[config.mk]
export PLATFORM = sky130hd
export DESIGN_NAME = dict_stream_decompressor
export DESIGN_NICKNAME = d
export VERILOG_FILES = /design/src/rtl/dict_stream_decompressor.sv
export SDC_FILE = /design/constraint.sdc
export NUM_CORES = 1
export LEC_CHECK = 0
export ABC_AREA = 1
export CAP_MARGIN = 20
export CORE_MARGIN = 8
export CORE_UTILIZATION = 35
export CTS_BUF_LIST = sky130_fd_sc_hd__clkbuf_8
export CTS_CLUSTER_DIAMETER = 150
export DETAILED_ROUTE_END_ITERATION = 8
export DONT_BUFFER_PORTS = 1
export SYNTH_ARGS = -nofsm -noshare
export SYNTH_HDL_FRONTEND = slang
export SYNTH_SLANG_ARGS = --single-unit
export TNS_END_PERCENT = 30
[constraint.sdc]
create_clock -name clk -period 7.8 [get_ports clk]
set_input_delay 0.39 -clock clk [delete_from_list [all_inputs] [get_ports clk]]
set_output_delay 0.39 -clock clk [all_outputs]
set_load 0.05 [all_outputs]
[src/rtl/dict_stream_decompressor.sv]
// Dictionary stream decompressor: unpacks a packed LSB-first stream of
// {flag,key} / {flag,literal} entries into one uncompressed value per cycle.
module dict_stream_decompressor #(
    parameter int unsigned KEY_WIDTH  = 4,
    parameter int unsigned VAL_WIDTH  = 32,
    parameter int unsigned WORD_WIDTH = 32,
    parameter int unsigned BUF_WIDTH  = 2 * WORD_WIDTH
) (
    input  logic                       clk,
    input  logic                       rst_n,
    input  logic                       flush,
    input  logic                       in_valid,
    input  logic [WORD_WIDTH-1:0]      in_data,
    output logic                       in_ready,
    output logic [KEY_WIDTH-1:0]       dict_key,
    input  logic [VAL_WIDTH-1:0]       dict_val,
    output logic                       out_valid,
    input  logic                       out_ready,
    output logic [VAL_WIDTH-1:0]       out_data,
    output logic                       out_from_dict,
    output logic [$clog2(BUF_WIDTH):0] buf_count
);

    localparam int unsigned CNT_W = $clog2(BUF_WIDTH) + 1;
    localparam logic [CNT_W-1:0] LEN_DICT = CNT_W'(1 + KEY_WIDTH);
    localparam logic [CNT_W-1:0] LEN_RAW  = CNT_W'(1 + VAL_WIDTH);
    localparam logic [CNT_W-1:0] ROOM     = CNT_W'(BUF_WIDTH - WORD_WIDTH);
    localparam logic [CNT_W-1:0] WORD_LEN = CNT_W'(WORD_WIDTH);

    logic [BUF_WIDTH-1:0] r_buf;
    logic [CNT_W-1:0]     r_count;
    logic                 r_out_valid;
    logic [VAL_WIDTH-1:0] r_out_data;
    logic                 r_out_from_dict;

    logic                 w_flag;
    logic [CNT_W-1:0]     w_len;
    logic                 w_complete;
    logic                 w_consume;
    logic                 w_accept;
    logic [CNT_W-1:0]     w_used;
    logic [CNT_W-1:0]     w_rem;
    logic [BUF_WIDTH-1:0] w_buf_next;
    logic [CNT_W-1:0]     w_count_next;

    // in_ready looks only at the registered count so it never depends on out_ready.
    assign in_ready      = (r_count <= ROOM) && !flush;
    assign dict_key      = r_buf[KEY_WIDTH:1];
    assign out_valid     = r_out_valid;
    assign out_data      = r_out_data;
    assign out_from_dict = r_out_from_dict;
    assign buf_count     = r_count;

    // Entry decode, consumption and append position for the incoming word.
    always_comb begin
        w_flag       = r_buf[0];
        w_len        = w_flag ? LEN_DICT : LEN_RAW;
        w_complete   = (r_count != '0) && (r_count >= w_len);
        w_consume    = w_complete && (!r_out_valid || out_ready) && !flush;
        w_accept     = in_valid && in_ready;
        w_used       = w_consume ? w_len : '0;
        w_rem        = r_count - w_used;
        w_buf_next   = r_buf >> w_used;
        w_count_next = w_rem;
        if (w_accept) begin
            w_buf_next   = w_buf_next | (BUF_WIDTH'(in_data) << w_rem);
            w_count_next = w_rem + WORD_LEN;
        end
    end

    // Buffer is zeroed on flush so bits above the count stay clear for the OR-append.
    always_ff @(posedge clk or negedge rst_n) begin
        if (!rst_n) begin
            r_buf           <= '0;
            r_count         <= '0;
            r_out_valid     <= 1'b0;
            r_out_data      <= '0;
            r_out_from_dict <= 1'b0;
        end else if (flush) begin
            r_buf       <= '0;
            r_count     <= '0;
            r_out_valid <= 1'b0;
        end else begin
            r_buf   <= w_buf_next;
            r_count <= w_count_next;
            if (w_consume) begin
                r_out_data      <= w_flag ? dict_val : r_buf[VAL_WIDTH:1];
                r_out_from_dict <= w_flag;
                r_out_valid     <= 1'b1;
            end else if (out_ready) begin
                r_out_valid <= 1'b0;
            end
        end
    end

endmodule

# Yosys cells after proc, flatten, opt, wreduce, memory -nomap -nowiden

Cells that the tools add are included.

$add $sub $neg: 2
Magnitude comparators: 2
Shifts and indexed selects: 2
Mux-type cells: 10
Bitwise logic cells: 2
Reduce and logical (&&, ||, !) cells: 11

Operator list:

| operator            | count |
|---|---|
| $mux 64             | 2 |
| $or 64x64->64       | 1 |
| $shl 32x7->64       | 1 |
| $shr 64x6->64       | 1 |
| $mux 32             | 1 |
| $mux 7              | 2 |
| $mux 6              | 2 |
| $add 7x6->7 const B | 1 |
| $ge 7x6->1          | 1 |
| $le 7x6->1 const B  | 1 |
| $reduce_bool 7->1   | 1 |
| $sub 7x6->7         | 1 |
| $logic_and 1x1->1   | 5 |
| $mux 1              | 3 |
| $reduce_bool 3->1   | 1 |
| $logic_not 1->1     | 2 |
| $reduce_and 2->1    | 1 |
| $logic_or 1x1->1    | 1 |
| $not 1->1           | 1 |

Flip-flop bits (word level): 105
Bits of input ports: 69
Output and inout bits: 46
Logic and storage cells: 34

# Longest topological paths before layout

Gate-level depths: netlist of the first run.

Word-level depth: 11
Depth in mapped cells: 25
Mapped depth without buffers: 24

# Worst setup path before layout of the first run

Ideal clock, no wire load.

Kind: register to register
Start point: register r_count[5], in the netlist buf_count[5]
End point: register r_buf[62]
Library setup time: 0.132 ns
Arrival: 3.323 ns
Required time: 7.668 ns
Setup slack: 4.346 ns
Cell stages (with the launch flop): 22
Path buffers: 3
Clock period less this slack: 3.454 ns
Cell sequence: dfrtp_1 > ha_1 > or2_2 > nor2_1 > nand2_2 > nand3_4 > nor2_8 > buf_2 > ha_1 > ha_1 > buf_2 > inv_1 > clkbuf_1 > o21ai_1 > nand3_1 > nand3_1 > nand2_1 > nand2_1 > nand2_1 > nor2_1 > nor2_1 > nor2_1

Longest elaborated chain between the ends: 10
Elaborated cells between the ends (all ways): 15
Classes of those cells: add/sub (1); order compare (2); shift (2); mux (3); bitwise (1); reduce/logical (6)

RTL lines:

| item                                                   | line | source |
|---|---|---|
| from (decl)                                            | 31   | `logic [CNT_W-1:0] r_count;` |
| from (signal assigned)                                 | 85   | `r_count <= w_count_next;` |
| $ge 7x6->1 / $reduce_bool 7->1 (equally long branches) | 58   | `w_complete = (r_count != '0) && (r_count >= w_len);` |
| $logic_and 1x1->1                                      | 58   |  |
| $logic_and 1x1->1 (2 in series)                        | 59   | `w_consume = w_complete && (!r_out_valid \|\| out_ready) && !flush;` |
| $mux 6                                                 | 61   | `w_used = w_consume ? w_len : '0;` |
| $sub 7x6->7                                            | 62   | `w_rem = r_count - w_used;` |
| $shl 32x7->64                                          | 66   | `w_buf_next = w_buf_next \| (BUF_WIDTH'(in_data) << w_rem);` |
| $or 64x64->64                                          | 66   |  |
| $mux 64 *                                              | 65   | `if (w_accept) begin` |
| $mux 64 *                                              | 79   | `end else if (flush) begin` |
| to (signal assigned)                                   | 84   | `r_buf <= w_buf_next;` |
| to (decl)                                              | 30   | `logic [BUF_WIDTH-1:0] r_buf;` |

Every way passes the cells marked *; elsewhere a longest branch is shown, timed or not.
A chain may end at the register's enable or synchronous reset.

# Worst setup path in the final report of the first run

Start point: register r_buf[0]
End point: register r_buf[17]

Longest elaborated chain between the ends: 11
Elaborated cells between the ends (all ways): 12
Classes of those cells: add/sub (1); order compare (1); shift (2); mux (4); bitwise (1); reduce/logical (3)

RTL lines:

| item                            | line | source |
|---|---|---|
| $mux 6                          | 57   | `w_len = w_flag ? LEN_DICT : LEN_RAW;` |
| $ge 7x6->1                      | 58   |  |
| $logic_and 1x1->1               | 58   |  |
| $logic_and 1x1->1 (2 in series) | 59   |  |
| $mux 6                          | 61   |  |
| $sub 7x6->7                     | 62   |  |
| $shl 32x7->64                   | 66   |  |
| $or 64x64->64                   | 66   |  |
| $mux 64 *                       | 65   |  |
| $mux 64 *                       | 79   |  |

Marks and branches as above.

==> results summary, run 1 <==
The run finished with clean final reports. The count of cell types in the netlist came out at 42. The share of the synthesized area in the top cell type is 33.6%. The max-slew violation count is 0. The count of final setup violators is 0. The die extent in x is 165 um. The total length of routed met3 wires is 2460 um. The wire length per cell after detailed routing is 19.3 um. The root buffer cell is sky130_fd_sc_hd__clkbuf_8.

The largest buffer count on any clock path is 2. The final hold slack is 0.0742 ns. The beginning of the worst hold path is out_ready. Timing would allow up to 197 MHz. The pre-antenna-repair detailed-routing pass consisted of 5 iterations. The first global-routing pass estimated 41,500 um of wire. The post-route antenna net violation count is 0.

In the global route stage, overall resource usage came out at 19.7%. The largest fanout of any net on the critical path is 37. The count of placed standard cells in the final layout, fillers left out is 1,411. The signal arrival time at the worst endpoint came out at 5.38 ns. The via total after detailed routing came out at 7,760. At the end of routability-driven placement, the weighted congestion stood at 0.912. Registers take 0.00263 mm^2. The initialized floorplan defines 54 standard-cell rows. From synthesis to final layout, the design area changed by 3.63%. Detailed placement ended at an HPWL of 20,200 um. The area occupied by multi-input gates came out at 0.00455 mm^2. The sum of negative setup slack came out at 0 ns. The initial antenna violation count came out at 0. The post-synthesis instance total came out at 1,183. Input and output buffers added on the ports amount to 0. The routed wire length on met2 came out at 11,100 um. 0 antenna diodes ended up in the layout. The core region is 0.0219 mm^2. The worst hold path belongs to the class in2reg.

The worst setup path is launched from a flip-flop. Headroom to the max-slew limit came out at 31.1%. CTS saw 105 sinks.

The total overflow reported by the global router is 0. The number of synthesized register bits is 105. For this run, the register share of the synthesized area comes to 33.6%. In this run the critical register-to-register path is launched from r_buf[0]$_DFF_PN0_. The level count of the clock H-tree came out at 3. After synthesis the cells add up to 0.00782 mm^2.

Ranked by instance count, the synthesized netlist is headed by sky130_fd_sc_hd__nand2_1, sky130_fd_sc_hd__nand3_1, sky130_fd_sc_hd__nor2_1. The final layout contains routed wiring with a total length of 27,200 um. The fraction of synthesis flops using an asynchronous set or reset pin came out at 100%. Counting the buffers created by CTS gives 9.

The first routing iteration left 919 violations. The post-detailed-route DRC marker count came out at 0. The vertical die dimension is 165 um. The clock latency reported for the late side of the worst-skew pair is 0.39 ns. The number of warnings printed during yosys synthesis came out at 0. For this run, the leading register cell type out of synthesis is sky130_fd_sc_hd__dfrtp_1. The final-layout fill cell count came out at 2,421. Tracing the worst setup path back leads to its startpoint at r_buf[0]$_DFF_PN0_. The synthesized area per cell is 6.61 um^2. The setup path with the least slack is of type reg2reg. The pin count of the biggest net entering global routing is 106. The max capacitance violation total came out at 0. The clock-pin transition on the worst setup and hold timing paths is 0.11 ns. The data required time of the critical path came out at 8.09 ns. sky130_fd_sc_hd__dfrtp_1 takes more of the synthesized area than any other cell.

STA classifies the critical path endpoint as a flip-flop. The portion of the clock cycle consumed by the worst path in the final layout is 65.2%. The number of placed instances, taps included, is 1,393. The via count of the first global-routing pass came out at 7,107. Subtracting the final worst setup slack from the clock period gives 5.09 ns. By area the synthesized netlist is led by sky130_fd_sc_hd__dfrtp_1, sky130_fd_sc_hd__nand2_1, sky130_fd_sc_hd__nand3_1. Once the clock tree was built, the resizer swapped 0 gates to a different size. The fraction of layout cells with a size suffix above 1 is 8.22%.

Setup repair after global routing left no endpoint under its margin. The net count of the finished layout is 1,201. For this configuration, the core starts out at a cell density of 35.7%. For the pin with the worst max-slew slack, the measured transition is 1.03 ns.

The final-report hold violation count is 0. In the post-synthesis netlist, the cell with the most instances is sky130_fd_sc_hd__nand2_1. The met1 wire length came out at 12,900 um. Once layout is complete, the utilization of the core stands at 37.0%. The TritonCTS clock tree is yes.

Yosys mapped a number of flops with a built-in enable equal to 0. The number of ports placed on the die boundary came out at 115. Routed signal wires occupy layers up through met4. The clock arrives with 0.0168 ns of skew. The number of nets in the synthesized netlist came out at 1,258. In the routed layout, each cell is associated on average with a via count of 5.50. The full die area is 0.0274 mm^2.
worst paths after layout:
check / to / slack, ns / cells after the start
min in group asynchronous: r_buf[0]$_DFF_PN0_ / 0.59 / 2
max in group asynchronous: r_buf[53]$_DFF_PN0_ / 6.76 / 2
hold reg to reg: r_buf[24]$_DFF_PN0_ / 0.56 / 2
setup reg to reg: r_buf[17]$_DFF_PN0_ / 2.71 / 19
hold / removal: out_valid$_DFFE_PN0P_ / 0.07 / 1
setup / recovery: r_buf[17]$_DFF_PN0_ / 2.71 / 19
cells by family (layout without fill, tap and decap cells):
family,Yosys count,after routing,synth area share [%]
AND/OR/NAND/NOR,740,740,41.9
buffers and inverters,141,89,8.31
XOR/XNOR,3,3,0.672
flip-flops,105,105,33.6
AO/OA/AOI/OAI,188,188,14.5
adder cells (fa/ha/maj),6,6,0.960
per-stage QoR:
step	setup WS [ns]	cell area, um^2
global placement	2.83	7830
detailed placement	2.84	7830
CTS	2.81	8100
finish	2.71	8100
floorplan	4.35	7820
global route	2.29	8100
layout make-up:
cell class	instances	share of cell area, %
repair buffers	10	1.20
well taps	280	4.32
multi-input cells	937	56.1
inverters	63	2.98
flip-flops and latches	105	32.4
clock inverters	5	1.05
clock buffers	11	1.87
flip-flops by register name, summed over array words and instances (netlist names):
| name | flops |
|---|---|
| out_from_dict | 1 |
| buf_count | 7 |
| out_valid | 1 |
| out_data | 32 |
| r_buf | 64 |
layout by cell type (no fill, tap or decap), types with 8 or more instances in the layout:
cell / instances
sky130_fd_sc_hd__nand2_1: 394
sky130_fd_sc_hd__nand3_1: 152
sky130_fd_sc_hd__nor2_1: 124
sky130_fd_sc_hd__dfrtp_1: 105
sky130_fd_sc_hd__inv_1: 56
sky130_fd_sc_hd__a21oi_1: 48
sky130_fd_sc_hd__o21ai_0: 47
sky130_fd_sc_hd__o211ai_1: 38
sky130_fd_sc_hd__or2_2: 24
sky130_fd_sc_hd__a22oi_1: 19
sky130_fd_sc_hd__o22ai_1: 19
sky130_fd_sc_hd__o21ai_1: 13
sky130_fd_sc_hd__nand4_1: 11
sky130_fd_sc_hd__nand3_2: 11
sky130_fd_sc_hd__clkbuf_8: 11
sky130_fd_sc_hd__buf_4: 8
layer usage:
| layer | vias up | GRT usage [%] |
|---|---|---|
| met5 | - | 0 |
| met4 | 0 | 7.22 |
| met3 | 39 | 3.57 |
| met2 | 329 | 27.7 |
| met1 | 3608 | 29.2 |
| li1 | 3784 | - |
worst max-delay path, cell delays in order, from the launching register on:
cell and delay, ns:
sky130_fd_sc_hd__dfrtp_1 0.74, sky130_fd_sc_hd__inv_1 0.26, sky130_fd_sc_hd__ha_1 0.36, sky130_fd_sc_hd__nand3_1 0.07, sky130_fd_sc_hd__nand2_1 0.09, sky130_fd_sc_hd__nand2_1 0.06
sky130_fd_sc_hd__nand2_2 0.10, sky130_fd_sc_hd__nand3_4 0.16, sky130_fd_sc_hd__nor2_8 0.38, sky130_fd_sc_hd__ha_1 0.28, sky130_fd_sc_hd__ha_1 0.25, sky130_fd_sc_hd__buf_4 0.25
sky130_fd_sc_hd__inv_1 0.69, sky130_fd_sc_hd__nor2_1 0.19, sky130_fd_sc_hd__nand2_1 0.15, sky130_fd_sc_hd__nor2_1 0.10, sky130_fd_sc_hd__o21ai_0 0.57, sky130_fd_sc_hd__nor2_1 0.11
sky130_fd_sc_hd__nor2_1 0.12, sky130_fd_sc_hd__nor2_1 0.05
repair_timing:
action	4_1_cts	5_1_grt
hold buffers	2	0
endpoints found under the hold margin	105	0
endpoints found under the setup margin	0	0
setup buffers	0	0
Power of run 1 is not shown: default switching activity piles up to over one toggle a cycle in this logic, so the estimate is an artifact.
==> run 2, diff against run 1 <==
==> constraint.sdc (replaced) <==
create_clock -name clk -period 5.2 [get_ports clk]
set_input_delay 0.26 -clock clk [delete_from_list [all_inputs] [get_ports clk]]
set_output_delay 0.26 -clock clk [all_outputs]
set_load 0.05 [all_outputs]
==> results summary, run 2 (synthesis gave the netlist of run 1 again) <==
The flow ran to the end, and the final reports show no timing, DRC or antenna violations. The worst setup path is of the reg2reg kind. The number of ports placed on the die boundary came out at 115 (unchanged). Leaving out fill and tap cells, the most frequent cells in the layout are sky130_fd_sc_hd__nand2_1, sky130_fd_sc_hd__nand3_1, sky130_fd_sc_hd__nor2_1. The number of flip-flops under the largest register name is 64 (unchanged). The sum of net half-perimeters after detailed placement came to 20,600 um (+2.0%). The signal arrival time at the worst endpoint is 4.64 ns (-0.74 ns). The average via count per standard cell came out at 5.47 (-0.47%).

The largest clock skew in the final design is 0.0158 ns (-0.00106 ns). The number of diodes came out at 0 (unchanged). The final critical-path setup slack came out at 0.879 ns (-1.83 ns). The max capacitance violation total came out at 0 (unchanged). The row count is 54 (unchanged).

The launching element type of the critical path is a flip-flop. The clock-pin transition on the worst setup and hold timing paths came out at 0.11 ns (about the same). The pin count of the biggest net entering global routing came out at 106 (unchanged). The sum of negative setup slack is 0 ns (unchanged). The portion of the clock cycle consumed by the worst path in the final layout came out at 83.1% (+18 points). The layout-stage area growth over the synthesis result came out at 5.83%. The number of sinks handled by clock tree synthesis came out at 105 (unchanged). In this run the most critical hold path is launched from dict_val[11]. The largest buffer count on any clock path was 2 (unchanged). The max-slew violation count was 0 (unchanged). The count of final setup violators came to 0 (unchanged). Leaving out fill and tap cells, the most frequent cell in the layout is sky130_fd_sc_hd__nand2_1.

The terminating pin of the worst hold path is out_data[11]$_DFFE_PN0P_. The last weighted congestion value of the routability-driven placer came out at 0.949 (+4.0%). The via total after detailed routing came out at 7,855 (+1.2%). The total overflow reported by the global router came out at 0 (unchanged). The slew at the pin closest to its max-slew limit came out at 1.08 ns (+0.0470 ns). The maximum clock frequency was 231 MHz (+18%). The final core area utilization came out at 37.8% (+0.78 points). The TritonCTS clock tree is yes.

The data required time of the critical path is 5.52 ns (-2.57 ns). The tree is rooted in a sky130_fd_sc_hd__clkbuf_8. The minimum clock period is 4.32 ns (-0.768 ns).

The overall fraction of global-route tracks in use came to 20.0% (+0.35 points). The post-route antenna net violation count is 0 (unchanged). The endpoint type of the worst setup path is a flip-flop. The worst slew margin relative to its limit came out at 27.9% (-3.1 points).

The register-to-register setup slack is 0.88 ns (-1.83 ns). The startpoint identified for the worst register-to-register timing path is buf_count[5]$_DFF_PN0_. The count of TritonRoute iterations in the first routing pass came out at 5 (unchanged). The depth of the most critical reg-to-reg path came out at 19 (unchanged). The total detailed-routing wirelength came out at 27,700 um (+1.9%). The worst register-to-register path ends at r_buf[32]$_DFF_PN0_.

The net count of the finished layout is 1,225 (+2.0%). The die extent in x is 165 um (unchanged). The global-route wire length before repair came out at 42,700 um (+3.0%). The violation count after the first detailed-routing iteration is 649 (-29%). r_buf holds more flip-flops than any other register. The via count of the first global-routing pass came out at 7,331 (+3.2%). The full die area was 0.0274 mm^2 (unchanged). The vertical die dimension came out at 165 um (unchanged). The worst slack at placement is 0.914 ns (-1.93 ns). The clock latency reported for the late side of the worst-skew pair is 0.39 ns (about the same). The largest fanout of any net on the critical path is 44 (+19%). The clock buffer count from CTS is 9 (unchanged). The initial core utilization came out at 35.7% (unchanged).

The initial antenna violation count was 0 (unchanged). The number of I/O port buffers came to 0 (unchanged). The wire length per cell after detailed routing is 19.3 um (+0.15%). The fraction of layout cells with a size suffix above 1 came out at 8.66% (+0.44 points).

Setup repair after global routing left no endpoint under its margin. The beginning of the critical path is buf_count[5]$_DFF_PN0_. The level count of the clock H-tree came to 3 (unchanged). The core box area is 0.0219 mm^2 (unchanged). The cell depth of the worst min-delay path is 2 (+1). The final-report hold violation count was 0 (unchanged).

The post-detailed-route DRC marker count came to 0 (unchanged). The worst hold-check path type is in2reg. The buffer count from post-CTS setup fixing came out at 0 (unchanged).
[run 2: cell count changes in the layout (fill, tap and decap cells not counted), sizes merged, moves of 2 or more]
cell and delta:
dlygate4sd3 +16, buf +8, bufinv -2, clkbuf -2, clkinv +2
[run 2: layout make-up]
class	instances	area (um^2)
Fill cell	2443	13600
Sequential cell	105	2630
Multi-Input combinational cell	937	4550
Clock inverter	7	43.8
Timing Repair Buffer	34	338
Clock buffer	9	124
Inverter	63	241
Tap cell	280	350
[run 2: repair_timing]
action,4_1_cts,5_1_grt
hold buffers,19,0
resized for setup,0,0
setup endpoints to repair,0,0
endpoints found under the hold margin,190,0
[run 2: critical path, cell delays in order, from the launching register on]
cell and delay (ns):
sky130_fd_sc_hd__dfrtp_1 0.61, sky130_fd_sc_hd__ha_1 0.39, sky130_fd_sc_hd__nand2_1 0.06, sky130_fd_sc_hd__nor2_1 0.11, sky130_fd_sc_hd__nand2_1 0.07, sky130_fd_sc_hd__nand2_2 0.11
sky130_fd_sc_hd__nand3_4 0.16, sky130_fd_sc_hd__nor2_8 0.14, sky130_fd_sc_hd__buf_4 0.31, sky130_fd_sc_hd__ha_1 0.24, sky130_fd_sc_hd__nand2_1 0.09, sky130_fd_sc_hd__a21oi_2 0.19
sky130_fd_sc_hd__nand2_1 0.09, sky130_fd_sc_hd__nand2_2 0.62, sky130_fd_sc_hd__nand2_1 0.22, sky130_fd_sc_hd__nor2_1 0.28, sky130_fd_sc_hd__nor2_1 0.08, sky130_fd_sc_hd__nor2_1 0.12
sky130_fd_sc_hd__o211ai_1 0.17, sky130_fd_sc_hd__a21oi_1 0.16
[run 2: layer usage]
| layer | track usage, % | share of wire, % | vias up |
|---|---|---|---|
| met5 | 0 | 0 | - |
| met4 | 5.88 | 2.2 | 0 |
| met3 | 3.50 | 8.2 | 35 |
| met2 | 30.1 | 43 | 338 |
| met1 | 28.7 | 47 | 3646 |
| li1 | - | - | 3836 |
[run 2: how the worst max path moves through the flow]
stage / to / slack [ns] / depth (start not counted)
3_5_place_dp: r_buf[32]$_DFF_PN0_ / 0.91 / 19
2_1_floorplan: r_buf[62]$_DFF_PN0_ / 1.75 / 21
3_3_place_gp: r_buf[51]$_DFF_PN0_ / 0.95 / 19
6_report: r_buf[32]$_DFF_PN0_ / 0.88 / 19
5_1_grt: r_buf[36]$_DFF_PN0_ / 0.51 / 21
4_1_cts: r_buf[32]$_DFF_PN0_ / 0.88 / 19
[run 2: stage by stage]
stage,hold slack [ns],cell area [um^2],cells
floorplan,-0.0356,7820,1183
global placement,-0.0322,7880,1400
detailed placement,-0.0325,7880,1400
CTS,0.000127,8270,1435
global route,0.00631,8270,1435
finish,0.00996,8270,1435
Power of run 2 is left out for the same reason.
==> run 3, diff against run 2 <==
==> constraint.sdc (replaced) <==
create_clock -name clk -period 4.1 [get_ports clk]
set_input_delay 0.205 -clock clk [delete_from_list [all_inputs] [get_ports clk]]
set_output_delay 0.205 -clock clk [all_outputs]
set_load 0.05 [all_outputs]
==> results summary, run 3 (synthesis gave the netlist of run 1 again) <==
The flow ran to the end, and the final reports show no timing, DRC or antenna violations. The signal arrival time at the worst endpoint came out at 4.09 ns (-0.55 ns). The worst setup path is captured at a flip-flop. The sum of negative setup slack came out at 0 ns (unchanged). The max capacitance violation total came out at 0 (unchanged).

The last weighted congestion value of the routability-driven placer was 0.968 (+2.1%). The die extent in x came out at 165 um (unchanged). The maximum clock frequency came out at 265 MHz (+14%). The total detailed-routing wirelength is 28,700 um (+3.6%). The area growth from synthesis to layout is 11.1%. The sequential cell area was 0.00263 mm^2 (about the same). The initial antenna violation count is 0 (unchanged). The full die area is 0.0274 mm^2 (unchanged).

The number of ports placed on the die boundary is 115 (unchanged). The global-route wire length before repair is 44,400 um (+3.9%). The sum of net half-perimeters after detailed placement came out at 21,300 um (+3.4%). The clock buffer count from CTS came out at 9 (unchanged). The slew at the pin closest to its max-slew limit came to 1.07 ns (-0.0136 ns).

The cell depth of the worst min-delay path is 3 (+1). The total overflow reported by the global router is 0 (unchanged). The tightest min-delay check is of the in2reg type. The largest fanout of any net on the critical path came to 40 (-9.1%). The worst slew margin relative to its limit is 28.8% (+0.91 points).

r_buf holds more flip-flops than any other register. The clock-pin transition on the worst setup and hold timing paths came out at 0.11 ns (about the same). The area occupied by multi-input gates came out at 0.00455 mm^2 (+0.17%). The tree is rooted in a sky130_fd_sc_hd__clkbuf_8.

In this run the critical register-to-register path is launched from r_buf[0]$_DFF_PN0_. The TritonCTS clock tree is yes. The core box area is 0.0219 mm^2 (unchanged). The initial core utilization came out at 35.7% (unchanged). The post-detailed-route DRC marker count came out at 0 (unchanged). The final-report hold violation count came to 0 (unchanged). The total placed cells including tap cells was 1,412 (+0.86%). The via count of the first global-routing pass is 7,728 (+5.4%). The overall fraction of global-route tracks in use came out at 20.8% (+0.77 points). The number of sinks handled by clock tree synthesis was 105 (unchanged). The via total after detailed routing is 8,076 (+2.8%). The count of TritonRoute iterations in the first routing pass came out at 6 (+1). The pin count of the biggest net entering global routing came out at 106 (unchanged). The beginning of the worst hold path is flush. The depth of the most critical reg-to-reg path came out at 18 (-1). The post-route antenna net violation count was 0 (unchanged). The minimum clock period came to 3.78 ns (-0.545 ns). The library cells used most frequently in the layout, excluding fill and tap cells, are sky130_fd_sc_hd__nand2_1, sky130_fd_sc_hd__nand3_1, sky130_fd_sc_hd__nor2_1. The number of flip-flops under the largest register name came to 64 (unchanged).

The net count of the finished layout was 1,264 (+3.2%). The fraction of layout cells with a size suffix above 1 is 10.5% (+1.8 points). The vertical die dimension was 165 um (unchanged). The wire length per cell after detailed routing is 19.5 um (+0.91%). The count of final setup violators came out at 0 (unchanged). The average via count per standard cell is 5.48 (about the same). The largest clock skew in the final design is 0.0139 ns (-0.00188 ns). The violation count after the first detailed-routing iteration is 810 (+25%).

The max-slew violation count came out at 0 (unchanged). Tracing the worst setup path back leads to its startpoint at r_buf[0]$_DFF_PN0_. The count of placed standard cells in the final layout, fillers left out came out at 1,474 (+2.7%). The clock latency reported for the late side of the worst-skew pair came to 0.39 ns (about the same). The final-layout fill cell count came to 2,360 (-3.4%). Setup repair after global routing left no endpoint under its margin.

The level count of the clock H-tree came out at 3 (unchanged). Leaving out fill and tap cells, the most frequent cell in the layout is sky130_fd_sc_hd__nand2_1. The largest buffer count on any clock path came out at 2 (unchanged). The number of I/O port buffers is 0 (unchanged).

The worst setup path is launched from a flip-flop. The number of diodes came out at 0 (unchanged). The data required time of the critical path is 4.42 ns (-1.10 ns). The row count is 54 (unchanged). The portion of the clock cycle consumed by the worst path in the final layout is 92.1% (+9.0 points). The worst setup path is of the reg2reg kind.
==> run 3: metal layers <==
| layer | track usage, % | wire length, um | part of all wire [%] | up-vias |
|---|---|---|---|---|
| met1 | 30.0 | 13500 | 47 | 3822 |
| met4 | 4.63 | 473 | 1.6 | 0 |
| met2 | 31.7 | 12600 | 44 | 307 |
| met5 | 0 | 0 | 0 | - |
| met3 | 3.57 | 2200 | 7.7 | 29 |
| li1 | - | - | - | 3918 |
==> run 3: layout make-up <==
class / count / area share, %
Sequential cell: 105 / 30.3
Inverter: 63 / 2.88
Multi-Input combinational cell: 937 / 52.4
Clock inverter: 6 / 0.764
Clock buffer: 10 / 1.59
Timing Repair Buffer: 73 / 8.01
Tap cell: 280 / 4.03
==> run 3: final timing paths <==
check / to / slack, ns
max in group asynchronous: out_data[27]$_DFFE_PN0P_ / 3.24
hold reg to reg: out_valid$_DFFE_PN0P_ / 0.56
min in group asynchronous: out_data[2]$_DFFE_PN0P_ / 0.38
setup reg to reg: r_buf[44]$_DFF_PN0_ / 0.32
hold / removal: r_buf[0]$_DFF_PN0_ / 0.02
setup / recovery: r_buf[44]$_DFF_PN0_ / 0.32
==> run 3: critical path, cell delays in order, from the launching register on <==
cell and delay (ns):
sky130_fd_sc_hd__dfrtp_2 0.42, sky130_fd_sc_hd__inv_1 0.13, sky130_fd_sc_hd__ha_1 0.33, sky130_fd_sc_hd__nand3_1 0.09, sky130_fd_sc_hd__nand2_1 0.07, sky130_fd_sc_hd__nand2_1 0.06
sky130_fd_sc_hd__nand2_2 0.11, sky130_fd_sc_hd__nand3_4 0.16, sky130_fd_sc_hd__nor2_8 0.15, sky130_fd_sc_hd__nand2_4 0.15, sky130_fd_sc_hd__ha_1 0.40, sky130_fd_sc_hd__xnor2_2 0.32
sky130_fd_sc_hd__buf_8 0.29, sky130_fd_sc_hd__nand3_1 0.16, sky130_fd_sc_hd__nand3_1 0.13, sky130_fd_sc_hd__nand3_1 0.20, sky130_fd_sc_hd__nand2_1 0.17, sky130_fd_sc_hd__nand3_1 0.17
sky130_fd_sc_hd__a21oi_1 0.16
==> run 3: per-stage QoR <==
stage	util, %	cell area (um^2)	setup WS, ns	hold slack (ns)
final	39.7	8680	0.325	0.0237
after global routing	39.7	8680	0.0340	0.00305
after CTS	39.2	8570	0.115	0.00327
after detailed placement	36.5	7980	0.177	-0.0871
after global placement	36.5	7980	0.264	-0.0874
after floorplan	-	7820	0.646	-0.0906
==> run 3: timing repair <==
| item | 4_1_cts | 5_1_grt |
|---|---|---|
| hold buffers | 35 | 2 |
| setup buffers | 0 | 9 |
| gates resized for setup | 0 | 10 |
| endpoints found under the setup margin | 0 | 57 |
| hold endpoints to repair | 206 | 1 |
Power of run 3 is left out for the same reason.
